<file path="config.mk">
export PLATFORM = sky130hd
export DESIGN_NAME = mdu_writeback
export DESIGN_NICKNAME = d
export VERILOG_FILES = /design/src/rtl/mdu_writeback.sv
export SDC_FILE = /design/constraint.sdc
export NUM_CORES = 1
export LEC_CHECK = 0
export BUFFER_PORTS_ARGS = -buffer_cell sky130_fd_sc_hd__buf_4
export CELL_PAD_IN_SITES_DETAIL_PLACEMENT = 1
export CELL_PAD_IN_SITES_GLOBAL_PLACEMENT = 1
export CORE_MARGIN = 10
export CORE_UTILIZATION = 45
export CTS_CLUSTER_SIZE = 28
export DETAILED_ROUTE_END_ITERATION = 12
export PLACE_DENSITY = 0.9
export SLEW_MARGIN = 5
export SYNTH_ARGS = -nofsm -noshare
export SYNTH_HDL_FRONTEND = slang
export SYNTH_SLANG_ARGS = --single-unit
</file>
<file path="constraint.sdc">
create_clock -name Clk -period 7.2 [get_ports Clk]
set_input_delay 0.36 -clock Clk [delete_from_list [all_inputs] [get_ports Clk]]
set_output_delay 0.36 -clock Clk [all_outputs]
set_load 0.03 [all_outputs]
</file>
<file path="src/rtl/mdu_writeback.sv">
// mdu_writeback: iterative 32-bit multiply/divide unit that drives the
// register file write port (BusW, RW, RegWr) for one cycle per operation.
//
// state | meaning
// IDLE  | waiting for Start; operands and Dst captured on accept
// CALC  | one radix-2 step per cycle, 32 steps, counter runs 31 down to 0
// FIX   | sign fixup and result selection; BusW/RW loaded on exit
// DONE  | Done pulse; RegWr asserted when RW != 0
module mdu_writeback (
  input  logic        Clk,
  input  logic        Reset_n,
  input  logic        Start,
  input  logic [1:0]  Op,
  input  logic [31:0] OpA,
  input  logic [31:0] OpB,
  input  logic [4:0]  Dst,
  output logic        Busy,
  output logic        Done,
  output logic [31:0] BusW,
  output logic [4:0]  RW,
  output logic        RegWr
);

  typedef enum logic [1:0] {IDLE, CALC, FIX, DONE} stateT;

  localparam logic [1:0] OP_MUL   = 2'b00;
  localparam logic [1:0] OP_MULHU = 2'b01;
  localparam logic [1:0] OP_DIV   = 2'b10;
  localparam logic [1:0] OP_REM   = 2'b11;

  stateT       state, stateNext;
  logic [4:0]  cnt;
  logic [1:0]  opReg;
  logic [31:0] operand;   // multiplicand magnitude, or divisor magnitude
  logic [31:0] hi;        // product high word, or partial remainder
  logic [31:0] lo;        // multiplier shifting out / product low word, or dividend -> quotient
  logic        negRes;
  logic        divZero;
  logic [4:0]  dstReg;

  logic        signA, signB;
  logic [31:0] magA, magB;
  logic [32:0] mulSum;
  logic [32:0] divShift, divDiff;
  logic        divGe;
  logic [31:0] fixResult;

  // Operand magnitudes; MULHU treats both operands as unsigned.
  always_comb begin
    signA = OpA[31] & (Op != OP_MULHU);
    signB = OpB[31] & (Op != OP_MULHU);
    magA  = signA ? (~OpA + 32'd1) : OpA;
    magB  = signB ? (~OpB + 32'd1) : OpB;
  end

  // One shift-add step and one restoring-divide step, selected later by opReg.
  always_comb begin
    mulSum   = {1'b0, hi} + (lo[0] ? {1'b0, operand} : 33'd0);
    divShift = {hi, lo[31]};
    divDiff  = divShift - {1'b0, operand};
    divGe    = ~divDiff[32];
  end

  // Result selection and sign fixup applied in FIX.
  always_comb begin
    fixResult = lo;
    case (opReg)
      OP_MUL:   fixResult = negRes ? (~lo + 32'd1) : lo;
      OP_MULHU: fixResult = hi;
      OP_DIV:   fixResult = divZero ? 32'hFFFF_FFFF : (negRes ? (~lo + 32'd1) : lo);
      OP_REM:   fixResult = negRes ? (~hi + 32'd1) : hi;
      default:  fixResult = lo;
    endcase
  end

  // State register.
  always_ff @(posedge Clk or negedge Reset_n) begin
    if (!Reset_n) state <= IDLE;
    else          state <= stateNext;
  end

  // Next-state logic.
  always_comb begin
    stateNext = state;
    case (state)
      IDLE:    if (Start) stateNext = CALC;
      CALC:    if (cnt == 5'd0) stateNext = FIX;
      FIX:     stateNext = DONE;
      DONE:    stateNext = IDLE;
      default: stateNext = IDLE;
    endcase
  end

  // Operand capture, iteration counter and datapath steps.
  always_ff @(posedge Clk or negedge Reset_n) begin
    if (!Reset_n) begin
      cnt     <= 5'd0;
      opReg   <= OP_MUL;
      operand <= 32'd0;
      hi      <= 32'd0;
      lo      <= 32'd0;
      negRes  <= 1'b0;
      divZero <= 1'b0;
      dstReg  <= 5'd0;
    end else begin
      case (state)
        IDLE: begin
          if (Start) begin
            cnt     <= 5'd31;
            opReg   <= Op;
            dstReg  <= Dst;
            hi      <= 32'd0;
            divZero <= (OpB == 32'd0);
            // REM follows the dividend's sign; MUL and DIV use the sign product.
            negRes  <= (Op == OP_REM) ? signA : (signA ^ signB);
            if (Op[1]) begin
              operand <= magB;
              lo      <= magA;
            end else begin
              operand <= magA;
              lo      <= magB;
            end
          end
        end
        CALC: begin
          cnt <= cnt - 5'd1;
          if (opReg[1]) begin
            hi <= divGe ? divDiff[31:0] : divShift[31:0];
            lo <= {lo[30:0], divGe};
          end else begin
            hi <= mulSum[32:1];
            lo <= {mulSum[0], lo[31:1]};
          end
        end
        default: ;
      endcase
    end
  end

  // Write-port registers: loaded leaving FIX so they are settled for all of DONE.
  always_ff @(posedge Clk or negedge Reset_n) begin
    if (!Reset_n) begin
      BusW <= 32'd0;
      RW   <= 5'd0;
    end else if (state == FIX) begin
      BusW <= fixResult;
      RW   <= dstReg;
    end
  end

  // Status outputs decoded from state; register 0 is never written.
  always_comb begin
    Busy  = (state != IDLE);
    Done  = (state == DONE);
    RegWr = (state == DONE) && (RW != 5'd0);
  end

endmodule

</file>
==> metrics.yaml <==
outcome: "completed"
grt_pass1_vias: 14473
hold_path.class: "in2reg"
ioPinCount: 114
drive_above_1_share: 0.136
coreArea_sq_mm: 0.0307
rsz0062_at_grt: "no"
synth_edf_count: 0
finClkSkew_ns: 0.0123
syn_area_sq_mm: 0.0140
tns_ns: 0
ys_seq_elements: 149
synth_compound_gate_area_share: 0.244
cts.clk_slew.worst_paths_ns: 0.08
die_h_microns: 197
synthAdderAreaFrac: 0.0689
wl_met3_mm: 2.67
synthMuxAreaShare: 0.0900
async_flop_share: 1.00
drt_first_pass_iters: 5
seqCellArea_sq_mm: 0.00373
relSlewSlack: 0.180
ir_worst_vdd_v: 0.000325
yosys_most_used_dff: "dfrtp_1"
cts_sinks: 149
vias_per_cell: 6.32
synthSimpleGateAreaFrac: 0.176
final_nets: 1936
die_area_sq_mm: 0.0386
htree_num_levels: 4
drv_cap: 0
post-cts-setup-buffers: 0
worst_pin_slew_ns: 1.23
dpl.hpwl_mm: 37.1
cts_made_buffers: 17
critPathKind: "reg2reg"
place_congestion: 0.965
multi_input_area_sq_mm: 0.00957
ctsHoldBuffers: 1
rows: 64
fin_crit_ns: 4.35
power.total_uw: 8370
crit_fanout: 33
max_freq_mhz: 230
ys_seq_area_frac: 0.266
setup_violations: 0
routedWlPerCell_microns: 22.8
fill_cells: 3726
setup_ws_ns: 2.85
worst_hold_slack_ns: 0.131
wirelength_mm: 50.0
cts_root_buffer: "clkbuf_16"
post-route-period-util: 0.604
synth-xor-area-share: 0.101
cts_buffer_depth: 2
synth_top_family_by_area: "compound AO/OA/AOI/OAI gates"
wl_met2_mm: 23.6
start_kind: "flip-flop"
mappedNetlistNets: 1888
antenna_found_initial: 0
area_growth_pct: 11.3
diodes: 0
required_ns: 7.59
drcViolationCount: 0
p_per_area_mw_per_mm2: 536
wl_met1_mm: 21.9
io_buffers: 113
grt_overflow: 0
syn_avg_cell_area_sq_um: 8.07
cts.repair.resized: 0
grt_start_max_net_pins: 86
synth_warnings: 0
fp.dieW_microns: 197
start_util: 0.457
vias: 13883
post-place-ws_ns: 3.00
ys_types: 83
cts_tree: "built"
slew_violations: 0
arrival_ns: 4.74
leakage_uw: 0.00684
top_layer_used: "met4"
clk_latency_ns: 0.46
detail-route-antenna-nets: 0
grt_use_total: 0.254
drt_iter0_drc: 993
hold_violations: 0
grt_pass1_wl_mm: 80.2
synth_cells: 1738
worst_setup_path_end_kind: "flip-flop"
critical path, cell delays in order (launching register included):
cell      delay [ns]
dfrtp_1         0.41
inv_1           0.12
ha_1            0.16
buf_4           0.37
clkinv_1        0.74
a21oi_1         0.67
nand2_1         0.73
nor3_1          0.58
or3b_1          0.39
nand3_1         0.08
registers in the layout, indices dropped and copies added, names as in the netlist:
signal   count
BusW        32
RW           5
cnt          5
divZero      1
dstReg       5
hi          32
lo          32
negRes       1
opReg        2
operand     32
state        2
metal layers:
layer,vias up,global-route usage
met4,0,0.103
met5,-,0
met2,462,0.416
li1,6392,-
met3,115,0.0445
met1,6914,0.326
final cells by class:
type,count,share of cell area
clock buffers,17,0.0273
clock inverters,15,0.0111
multi-input cells,1422,0.613
repair buffers,126,0.0610
well taps,396,0.0317
flip-flops and latches,149,0.239
inverters,70,0.0168
metrics by stage:
stage	cell area, sq um	utilization	cells
final	15600	0.509	2195
after global routing	15600	0.509	2195
after CTS	15600	0.509	2195
after detailed placement	15000	0.489	2162
after global placement	15000	0.489	2162
after floorplan	14000	-	1738
cells in the final DEF (no fill, tap or decap), drive strengths merged, types with 15 or more instances in the layout:
cell,instances
o31ai,29
nand2b,23
mux2i,63
xor2,80
inv,78
nor3,42
nor2,167
or4,18
a21oi,160
a31oi,15
nand2,153
dfrtp,149
xnor2,82
a21o,28
nand3,19
a211oi,18
buf,125
a22oi,44
mux2,56
o21ai,149
clkbuf,17
ha,74
final timing paths:
kind,cells after the start,end,slack [ns],startpoint
setup / recovery,9,hi[29],2.85,state[1]
hold / removal,2,dstReg[2],0.13,Dst[2]
setup reg to reg,9,hi[29],2.85,state[1]
hold reg to reg,2,operand[22],0.48,operand[22]
max in group asynchronous,3,operand[23],5.18,Reset_n
min in group asynchronous,2,BusW[23],0.53,Reset_n
logic make-up after synthesis:
group           Yosys count
mux                     119
fa+ha+maj                76
xor+xnor                162
buf+inv                 167
compound gates          547
flops                   149
simple gates            518
Yosys cell counts (40+ instances only):
master,instances,area share
a22oi_1,44,0.024
o21ai_0,119,0.042
xor2_1,80,0.050
xnor2_1,82,0.051
dfrtp_1,149,0.27
nor2_1,166,0.044
mux2_2,56,0.045
clkbuf_1,74,0.020
nor3_1,40,0.014
a21oi_1,160,0.057
mux2i_1,63,0.045
ha_1,74,0.066
inv_1,69,0.018
nand2_1,153,0.041
power breakdown:
part | total, uW | switching (uW) | internal, uW
sequential | 1780 | 553 | 1230
clock | 927 | 458 | 469
combinational | 5660 | 3480 | 2180
Power figures use the tool's default switching activity.
